## src/rtl/cache_ctrl_pkg.sv

```systemverilog
// Shared types and address helpers for the requester-side cache fill controller.
package cache_ctrl_pkg;

    localparam int IDX_BITS_DEF   = 2;
    localparam int ADDR_WIDTH_DEF = 8;
    localparam int DATA_WIDTH_DEF = 16;
    localparam int CNT_WIDTH_DEF  = 16;
    localparam int TAG_BITS_DEF   = ADDR_WIDTH_DEF - IDX_BITS_DEF;

    typedef enum logic [2:0] {
        IDLE,
        LOOKUP,
        MISS_REQ,
        MISS_WAIT,
        FILL,
        RESPOND
    } fsm_state_t;

    function automatic logic [TAG_BITS_DEF-1:0] get_tag(
        input logic [ADDR_WIDTH_DEF-1:0] addr
    );
        return addr[ADDR_WIDTH_DEF-1:IDX_BITS_DEF];
    endfunction

    function automatic logic [IDX_BITS_DEF-1:0] get_idx(
        input logic [ADDR_WIDTH_DEF-1:0] addr
    );
        return addr[IDX_BITS_DEF-1:0];
    endfunction

endpackage

```

## src/rtl/cache_fill_ctrl.sv

```systemverilog
// Single-outstanding read controller: looks up cache port A, fetches and
// fills from backing memory on a miss, then returns the word.
module cache_fill_ctrl
    import cache_ctrl_pkg::*;
#(
    parameter int IDX_BITS   = IDX_BITS_DEF,
    parameter int DATA_WIDTH = DATA_WIDTH_DEF,
    parameter int ADDR_WIDTH = ADDR_WIDTH_DEF,
    parameter int CNT_WIDTH  = CNT_WIDTH_DEF
) (
    input  logic                  clk,
    input  logic                  reset,
    input  logic                  req_valid_i,
    output logic                  req_ready_o,
    input  logic [ADDR_WIDTH-1:0] req_addr_i,
    output logic                  resp_valid_o,
    input  logic                  resp_ready_i,
    output logic [DATA_WIDTH-1:0] resp_data_o,
    output logic [ADDR_WIDTH-1:0] cache_addra_o,
    output logic                  cache_cea_o,
    output logic                  cache_we_o,
    output logic [DATA_WIDTH-1:0] cache_wdata_o,
    input  logic [DATA_WIDTH-1:0] cache_rdataa_i,
    input  logic                  cache_rhita_i,
    output logic                  mem_req_valid_o,
    input  logic                  mem_req_ready_i,
    output logic [ADDR_WIDTH-1:0] mem_req_addr_o,
    input  logic                  mem_resp_valid_i,
    input  logic [DATA_WIDTH-1:0] mem_resp_data_i,
    output logic [CNT_WIDTH-1:0]  hit_count_o,
    output logic [CNT_WIDTH-1:0]  miss_count_o
);

    fsm_state_t state_q, state_d;

    logic [ADDR_WIDTH-1:0] addr_q, addr_d;
    logic [DATA_WIDTH-1:0] data_q, data_d;
    logic [CNT_WIDTH-1:0]  hit_q, hit_d;
    logic [CNT_WIDTH-1:0]  miss_q, miss_d;

    logic                  req_ready_q, req_ready_d;
    logic                  resp_valid_q, resp_valid_d;
    logic [DATA_WIDTH-1:0] resp_data_q, resp_data_d;
    logic [ADDR_WIDTH-1:0] cache_addra_q, cache_addra_d;
    logic                  cache_cea_q, cache_cea_d;
    logic                  cache_we_q, cache_we_d;
    logic [DATA_WIDTH-1:0] cache_wdata_q, cache_wdata_d;
    logic                  mem_req_valid_q, mem_req_valid_d;
    logic [ADDR_WIDTH-1:0] mem_req_addr_q, mem_req_addr_d;

    // The cache indexes on the low bits and compares the rest as tag.
    logic [ADDR_WIDTH-1:0] line_addr;
    assign line_addr = {addr_d[ADDR_WIDTH-1:IDX_BITS], addr_d[IDX_BITS-1:0]};

    always_comb begin
        state_d = state_q;
        addr_d  = addr_q;
        data_d  = data_q;
        hit_d   = hit_q;
        miss_d  = miss_q;

        unique case (state_q)
            IDLE: begin
                if (req_valid_i) begin
                    addr_d  = req_addr_i;
                    state_d = LOOKUP;
                end
            end
            LOOKUP: begin
                if (cache_rhita_i) begin
                    data_d  = cache_rdataa_i;
                    hit_d   = hit_q + CNT_WIDTH'(1);
                    state_d = RESPOND;
                end else begin
                    miss_d  = miss_q + CNT_WIDTH'(1);
                    state_d = MISS_REQ;
                end
            end
            MISS_REQ: begin
                if (mem_req_ready_i) begin
                    state_d = MISS_WAIT;
                end
            end
            MISS_WAIT: begin
                if (mem_resp_valid_i) begin
                    data_d  = mem_resp_data_i;
                    state_d = FILL;
                end
            end
            FILL: begin
                state_d = RESPOND;
            end
            RESPOND: begin
                if (resp_ready_i) begin
                    state_d = IDLE;
                end
            end
            default: begin
                state_d = IDLE;
            end
        endcase

        // Outputs are decoded from the next state so they leave a flop.
        req_ready_d     = (state_d == IDLE);
        cache_cea_d     = (state_d == LOOKUP) || (state_d == FILL);
        cache_we_d      = (state_d == FILL);
        cache_addra_d   = cache_cea_d ? line_addr : '0;
        cache_wdata_d   = cache_we_d ? data_d : '0;
        mem_req_valid_d = (state_d == MISS_REQ);
        mem_req_addr_d  = mem_req_valid_d ? addr_d : '0;
        resp_valid_d    = (state_d == RESPOND);
        resp_data_d     = resp_valid_d ? data_d : '0;
    end

    always_ff @(posedge clk or posedge reset) begin
        if (reset) begin
            state_q         <= IDLE;
            addr_q          <= '0;
            data_q          <= '0;
            hit_q           <= '0;
            miss_q          <= '0;
            req_ready_q     <= 1'b1;
            resp_valid_q    <= 1'b0;
            resp_data_q     <= '0;
            cache_addra_q   <= '0;
            cache_cea_q     <= 1'b0;
            cache_we_q      <= 1'b0;
            cache_wdata_q   <= '0;
            mem_req_valid_q <= 1'b0;
            mem_req_addr_q  <= '0;
        end else begin
            state_q         <= state_d;
            addr_q          <= addr_d;
            data_q          <= data_d;
            hit_q           <= hit_d;
            miss_q          <= miss_d;
            req_ready_q     <= req_ready_d;
            resp_valid_q    <= resp_valid_d;
            resp_data_q     <= resp_data_d;
            cache_addra_q   <= cache_addra_d;
            cache_cea_q     <= cache_cea_d;
            cache_we_q      <= cache_we_d;
            cache_wdata_q   <= cache_wdata_d;
            mem_req_valid_q <= mem_req_valid_d;
            mem_req_addr_q  <= mem_req_addr_d;
        end
    end

    assign req_ready_o     = req_ready_q;
    assign resp_valid_o    = resp_valid_q;
    assign resp_data_o     = resp_data_q;
    assign cache_addra_o   = cache_addra_q;
    assign cache_cea_o     = cache_cea_q;
    assign cache_we_o      = cache_we_q;
    assign cache_wdata_o   = cache_wdata_q;
    assign mem_req_valid_o = mem_req_valid_q;
    assign mem_req_addr_o  = mem_req_addr_q;
    assign hit_count_o     = hit_q;
    assign miss_count_o    = miss_q;

    // Memory may not answer in the cycle its request is accepted.
    a_no_early_resp: assert property (
        @(posedge clk) disable iff (reset)
        !(mem_req_valid_o && mem_req_ready_i && mem_resp_valid_i)
    );

endmodule

```

## config.mk

```make
export PLATFORM = sky130hd
export DESIGN_NAME = cache_fill_ctrl
export DESIGN_NICKNAME = d
export VERILOG_FILES = /design/src/rtl/cache_ctrl_pkg.sv /design/src/rtl/cache_fill_ctrl.sv
export SDC_FILE = /design/constraint.sdc
export NUM_CORES = 1
export LEC_CHECK = 0
export CAP_MARGIN = 20
export CELL_PAD_IN_SITES_DETAIL_PLACEMENT = 1
export CELL_PAD_IN_SITES_GLOBAL_PLACEMENT = 1
export CORE_MARGIN = 2
export CORE_UTILIZATION = 48
export DETAILED_ROUTE_END_ITERATION = 7
export DONT_BUFFER_PORTS = 1
export PLACE_DENSITY = 0.75
export SLEW_MARGIN = 20
export SYNTH_ARGS = -nofsm -noshare
export SYNTH_HDL_FRONTEND = slang
export SYNTH_SLANG_ARGS = --single-unit
```

## constraint.sdc

```tcl
create_clock -name clk -period 5.6 [get_ports clk]
set_input_delay 1.68 -clock clk [delete_from_list [all_inputs] [get_ports clk]]
set_output_delay 1.68 -clock clk [all_outputs]
set_load 0.01 [all_outputs]
```

## Yosys cells after proc, flatten, opt, wreduce, memory -nomap -nowiden

Index checks and enable logic that the tools add are counted.

- Bits in registers: 112
- Logic and storage cells: 46
- Output and inout port bits: 85

- Equal/unequal tests: 9
- Add/subtract/negate cells: 2
- Muxes and demuxes: 15
- Reduce and logical (&&, ||, !) cells: 5
- Bitwise operators: 1

Operators with widths:

| cell | count |
|---|---|
| 16-bit 2-to-1 mux | 4 |
| 16-bit by 1-bit adder with 16-bit output (second input constant) | 2 |
| 8-bit 2-to-1 mux | 4 |
| 16-bit case mux with 2 select lines | 1 |
| 3-bit case mux with 6 select lines | 1 |
| 3-bit 2-to-1 mux | 5 |
| 3-bit equality test (second input constant) | 4 |
| 3-bit by 2-bit equality test with 1-bit output (second input constant) | 3 |
| 3-bit by 1-bit equality test with 1-bit output (second input constant) | 2 |
| 3-bit zero test | 2 |
| 2-bit AND reduction | 2 |
| 1-bit logical OR | 1 |
| 1-bit NOT | 1 |

## Depth between registers and ports, before layout

- Depth in word-level cells: 5
- Gate-level depth with buffers: 7
- Mapped depth without buffers: 5

## Worst setup path after synthesis

Ideal clock, no wire load.

- Path kind: in2reg
- From: input port cache_rhita_i
- To: register miss_q[15] (netlist: miss_count_o[15])
- Library setup time: 0.124 ns
- Setup slack: 2.647 ns
- Stages on the path: 4
- Arrival: 2.828 ns
- Path through: or4b_4 > nor4_4 > nand4_1 > xnor2_1

- Longest elaborated chain between the ends: 2

RTL lines:

| item | RTL line | source |
|---|---|---|
| from (decl) | cache_fill_ctrl.sv:24 | `input logic cache_rhita_i,` |
| 1-bit NOT (no line) | n/a |  |
| 2-bit AND reduction (no line) | n/a |  |
| to (signal assigned) | cache_fill_ctrl.sv:136 | `miss_q <= miss_d;` |
| to (decl) | cache_fill_ctrl.sv:39 | `logic [CNT_WIDTH-1:0] miss_q, miss_d;` |

No other way between the ends.
A chain may end at the register's enable or synchronous reset.

## Worst setup path in the final report

- From: input port req_valid_i
- To: register cache_addra_q[6] (netlist: cache_addra_o[6])

- Longest elaborated chain between the ends: 5
- Elaborated cells between the ends (all ways): 8
- Those cells by class: eq/ne (2); mux (5); reduce/logical (1)

RTL lines:

| item | RTL line | source |
|---|---|---|
| from (decl) | cache_fill_ctrl.sv:13 | `input logic req_valid_i,` |
| 3-bit 2-to-1 mux | cache_fill_ctrl.sv:64 | `if (req_valid_i) begin` |
| 3-bit case mux with 6 select lines | cache_fill_ctrl.sv:62 | `unique case (state_q)` |
| 3-bit by 1-bit equality test with 1-bit output or 3-bit equality test (tied branches) | cache_fill_ctrl.sv:105 | `cache_cea_d = (state_d == LOOKUP) \|\| (state_d == FILL);` |
| 1-bit logical OR | cache_fill_ctrl.sv:105 |  |
| 8-bit 2-to-1 mux (*) | cache_fill_ctrl.sv:107 | `cache_addra_d = cache_cea_d ? line_addr : '0;` |
| via cache_addra_d[6] | cache_fill_ctrl.sv:44 | `logic [ADDR_WIDTH-1:0] cache_addra_q, cache_addra_d;` |
| to (signal assigned) | cache_fill_ctrl.sv:140 | `cache_addra_q <= cache_addra_d;` |
| to (decl) | cache_fill_ctrl.sv:44 |  |

Mark *: on every way through the listed nets, which the timed path passes. The rest lies on a longest branch.

==> metrics.txt <==
outcome finished, final reports clean; Initial DRC Count 63; vias per cell 5.49; die area 9500 µm²; final-stage net count 376; htree depth 3; RSZ-0062 raised after global routing false; number of CTS-inserted buffers 9; Cells after DPL 424; warnings from Yosys 0; Worst slew margin 35.5%; DP Wirelength 5.96 mm; Final Max Tran Viols 0; hold_ws 0.516 ns; total grt overflow 0; Buf/Inv on CP 0; Core ar. 8590 µm²; Non-Filler Instances 440; CP cell instances nand2b_1 -> nor3_2 -> nor2_1 -> nor2_1; multiplexer area fraction after synthesis 2.42%; Filler Cells Inserted 867; Seq/Total Area, Yosys 66.9%; Synth top area share 66.2%; worst slack, placed 2.45 ns; simple-gate area share of the yosys netlist 16.4%; Worst-Skew Late Latency 0.36 ns; Detail Route Antenna Nets 0; Hold-fix buffers, CTS 0; register area 2800 µm²; startpoint types input pin; Max VDD drop 0.196 mV; Pwr Total 0.00217 W; Crit path largest cell delay 0.71 ns; layout cells sized above 1 8.13%; mean area per synthesized cell 12.8 µm²; synthesized instance count 327; area of the multi-input gates 1280 µm²; slowest CP cell nor3_2; Worst Path Arrival 3.06 ns; CTS tree built; cell taking the most area after synthesis dfrtp_1; Worst-Margin Slew 0.968 ns; critical path type input pin to flip-flop; first-pass GRT wire length 14.0 mm; count leader, synth dfrtp_1; vias in the first global route 2696; post-CTS sizing 0; ys async rst share 100%; port bufs 0; period utilization 49.6%; number of synthesized flops with an enable pin 0; #FFs+latches synth 112; most used flip-flop cell after synthesis dfrtp_1; largest net degree at the start of global routing 82; Post-Syn Nets 376; CP required 5.88 ns; Mapped Area 4190 µm²; CP dominant cell by count nor2_1; CTS Sinks 112; setup ws final 2.82 ns; Setup Buffers After CTS 0; # IOs 132; ant diodes 0; top cells by count, synth dfrtp_1 (111), nand2_1 (26), nor2_1 (25), xnor2_1 (24), nor2b_1 (17); initial antenna violation count 0; total track usage 18.8%; drt first pass iters 4; CP Capture Type flip-flop; Via Count 2415; Crit Path Max Fanout 9; Clock Pin Slew Worst Setup and Hold Paths 0.11 ns; final wirelength 8.62 mm; Initial Util 48.8%; Tmin final 2.78 ns; P per Cell Area 484 nW/µm²; die height 97.5 µm; worst clock skew 0.0174 ns; Pleak 2.14 nW; max cap viols 0; TNS Setup 0 ns; Clock Path Buffers 2; Routed wire per std cell 19.6 µm; XOR/XNOR Fraction of Synth Area 6.27%; Clk Tree Root Cell clkbuf_8; die width 97.5 µm; fmax 360 MHz; ranking of synthesized cells by area dfrtp_1 (66%), xnor2_1 (5.0%), a221o_1 (3.8%); final setup vio count 0; HP Class flip-flop to flip-flop; # rows 34; CP delay by family, top simple AND/OR/NAND/NOR gates; Layout area overhead 6.80%; post-synthesis cell type count 36; largest family of logic cells by synthesized area simple AND/OR/NAND/NOR gates; Adder-Cell Fraction of Synth Area 0.597%; Routability Congestion 0.758; DRC 0; Final Hold Fails 0; Compound-Gate Fraction of Synth Area 4.74%
per-stage QoR:
stage / util [%] / cell area (µm²)
floorplan: - / 4190
global placement: 49.9 / 4290
detailed placement: 49.9 / 4290
CTS: 52.1 / 4480
global route: 52.1 / 4480
finish: 52.1 / 4480
flip-flops by register name, indices dropped and copies added (netlist names):
| register | flops |
|---|---|
| cache_wdata_o | 16 |
| data_q | 16 |
| hit_count_o | 16 |
| miss_count_o | 16 |
| resp_data_o | 16 |
| addr_q | 8 |
| cache_addra_o | 8 |
| mem_req_addr_o | 8 |
| state_q | 3 |
| cache_cea_o | 1 |
| cache_we_o | 1 |
| mem_req_valid_o | 1 |
| req_ready_o | 1 |
| resp_valid_o | 1 |
area by class of cell:
class                      count  area share (%)
tap                          108            3.02
timing repair buffer           1           0.168
clock buffer                  11            3.16
multi-input combinational    188            28.6
sequential                   112            62.6
clock inverter                 5            1.15
inverter                      15            1.31
cells in the final DEF, fill, tap and decap left out, types with 2 or more instances in the layout:
master    count
inv_6         2
and4_1        2
a221o_1      16
nand2b_1      2
xor2_1        6
or2_2         3
nor2b_1      17
inv_1        14
nor2_1       25
a21oi_1       2
ha_1          2
nand2_1      26
mux2i_1       9
dfrtp_1     111
nor3_1        3
nand3_1       5
o21ai_0       3
clkbuf_8     10
xnor2_1      24
and2_1       16
nor3_2        2
and3_1        3
nand4_1      11
clkinv_4      2
cells by family after synthesis:
logic type | count (synthesis)
flip-flops | 112
XOR/XNOR | 30
AND/OR/NAND/NOR | 123
adder cells (fa/ha/maj) | 2
buffers and inverters | 27
multiplexers | 10
AO/OA/AOI/OAI | 23
worst min-delay path, cell delays in order (launching register included):
cell     delay, ns
dfrtp_1       0.34
mux2i_1       0.09
inv_1         0.06
where the power goes:
part	internal (W)	switching (W)	total, W
registers	0.00104	0.000227	0.00126
logic	0.000196	0.000248	0.000445
clock network	0.000183	0.000275	0.000458
total	0.00142	0.000750	0.00217
final timing paths:
check	from	endpoint	slack [ns]	cells past startpoint
max in group asynchronous	reset	addr_q[3]$_DFF_PP0_	3.25	2
worst min-delay path	addr_q[7]$_DFF_PP0_	addr_q[7]$_DFF_PP0_	0.52	2
worst max-delay path	req_valid_i	cache_addra_o[6]$_DFF_PP0_	2.82	4
min in group asynchronous	reset	hit_count_o[3]$_DFFE_PP0P_	1.39	1
worst min register to register	addr_q[7]$_DFF_PP0_	addr_q[7]$_DFF_PP0_	0.52	2
worst max register to register	state_q[0]$_DFF_PP0_	cache_addra_o[6]$_DFF_PP0_	3.48	4
layer usage:
layer / track usage [%] / vias up / wire [µm]
met1: 22.1 / 1237 / 3460
met4: 5.66 / 0 / 106
met2: 32.5 / 75 / 4450
met3: 6.62 / 9 / 597
met5: 0 / - / 0
li1: - / 1094 / -
No activity file was read; power rests on OpenSTA's default activity.
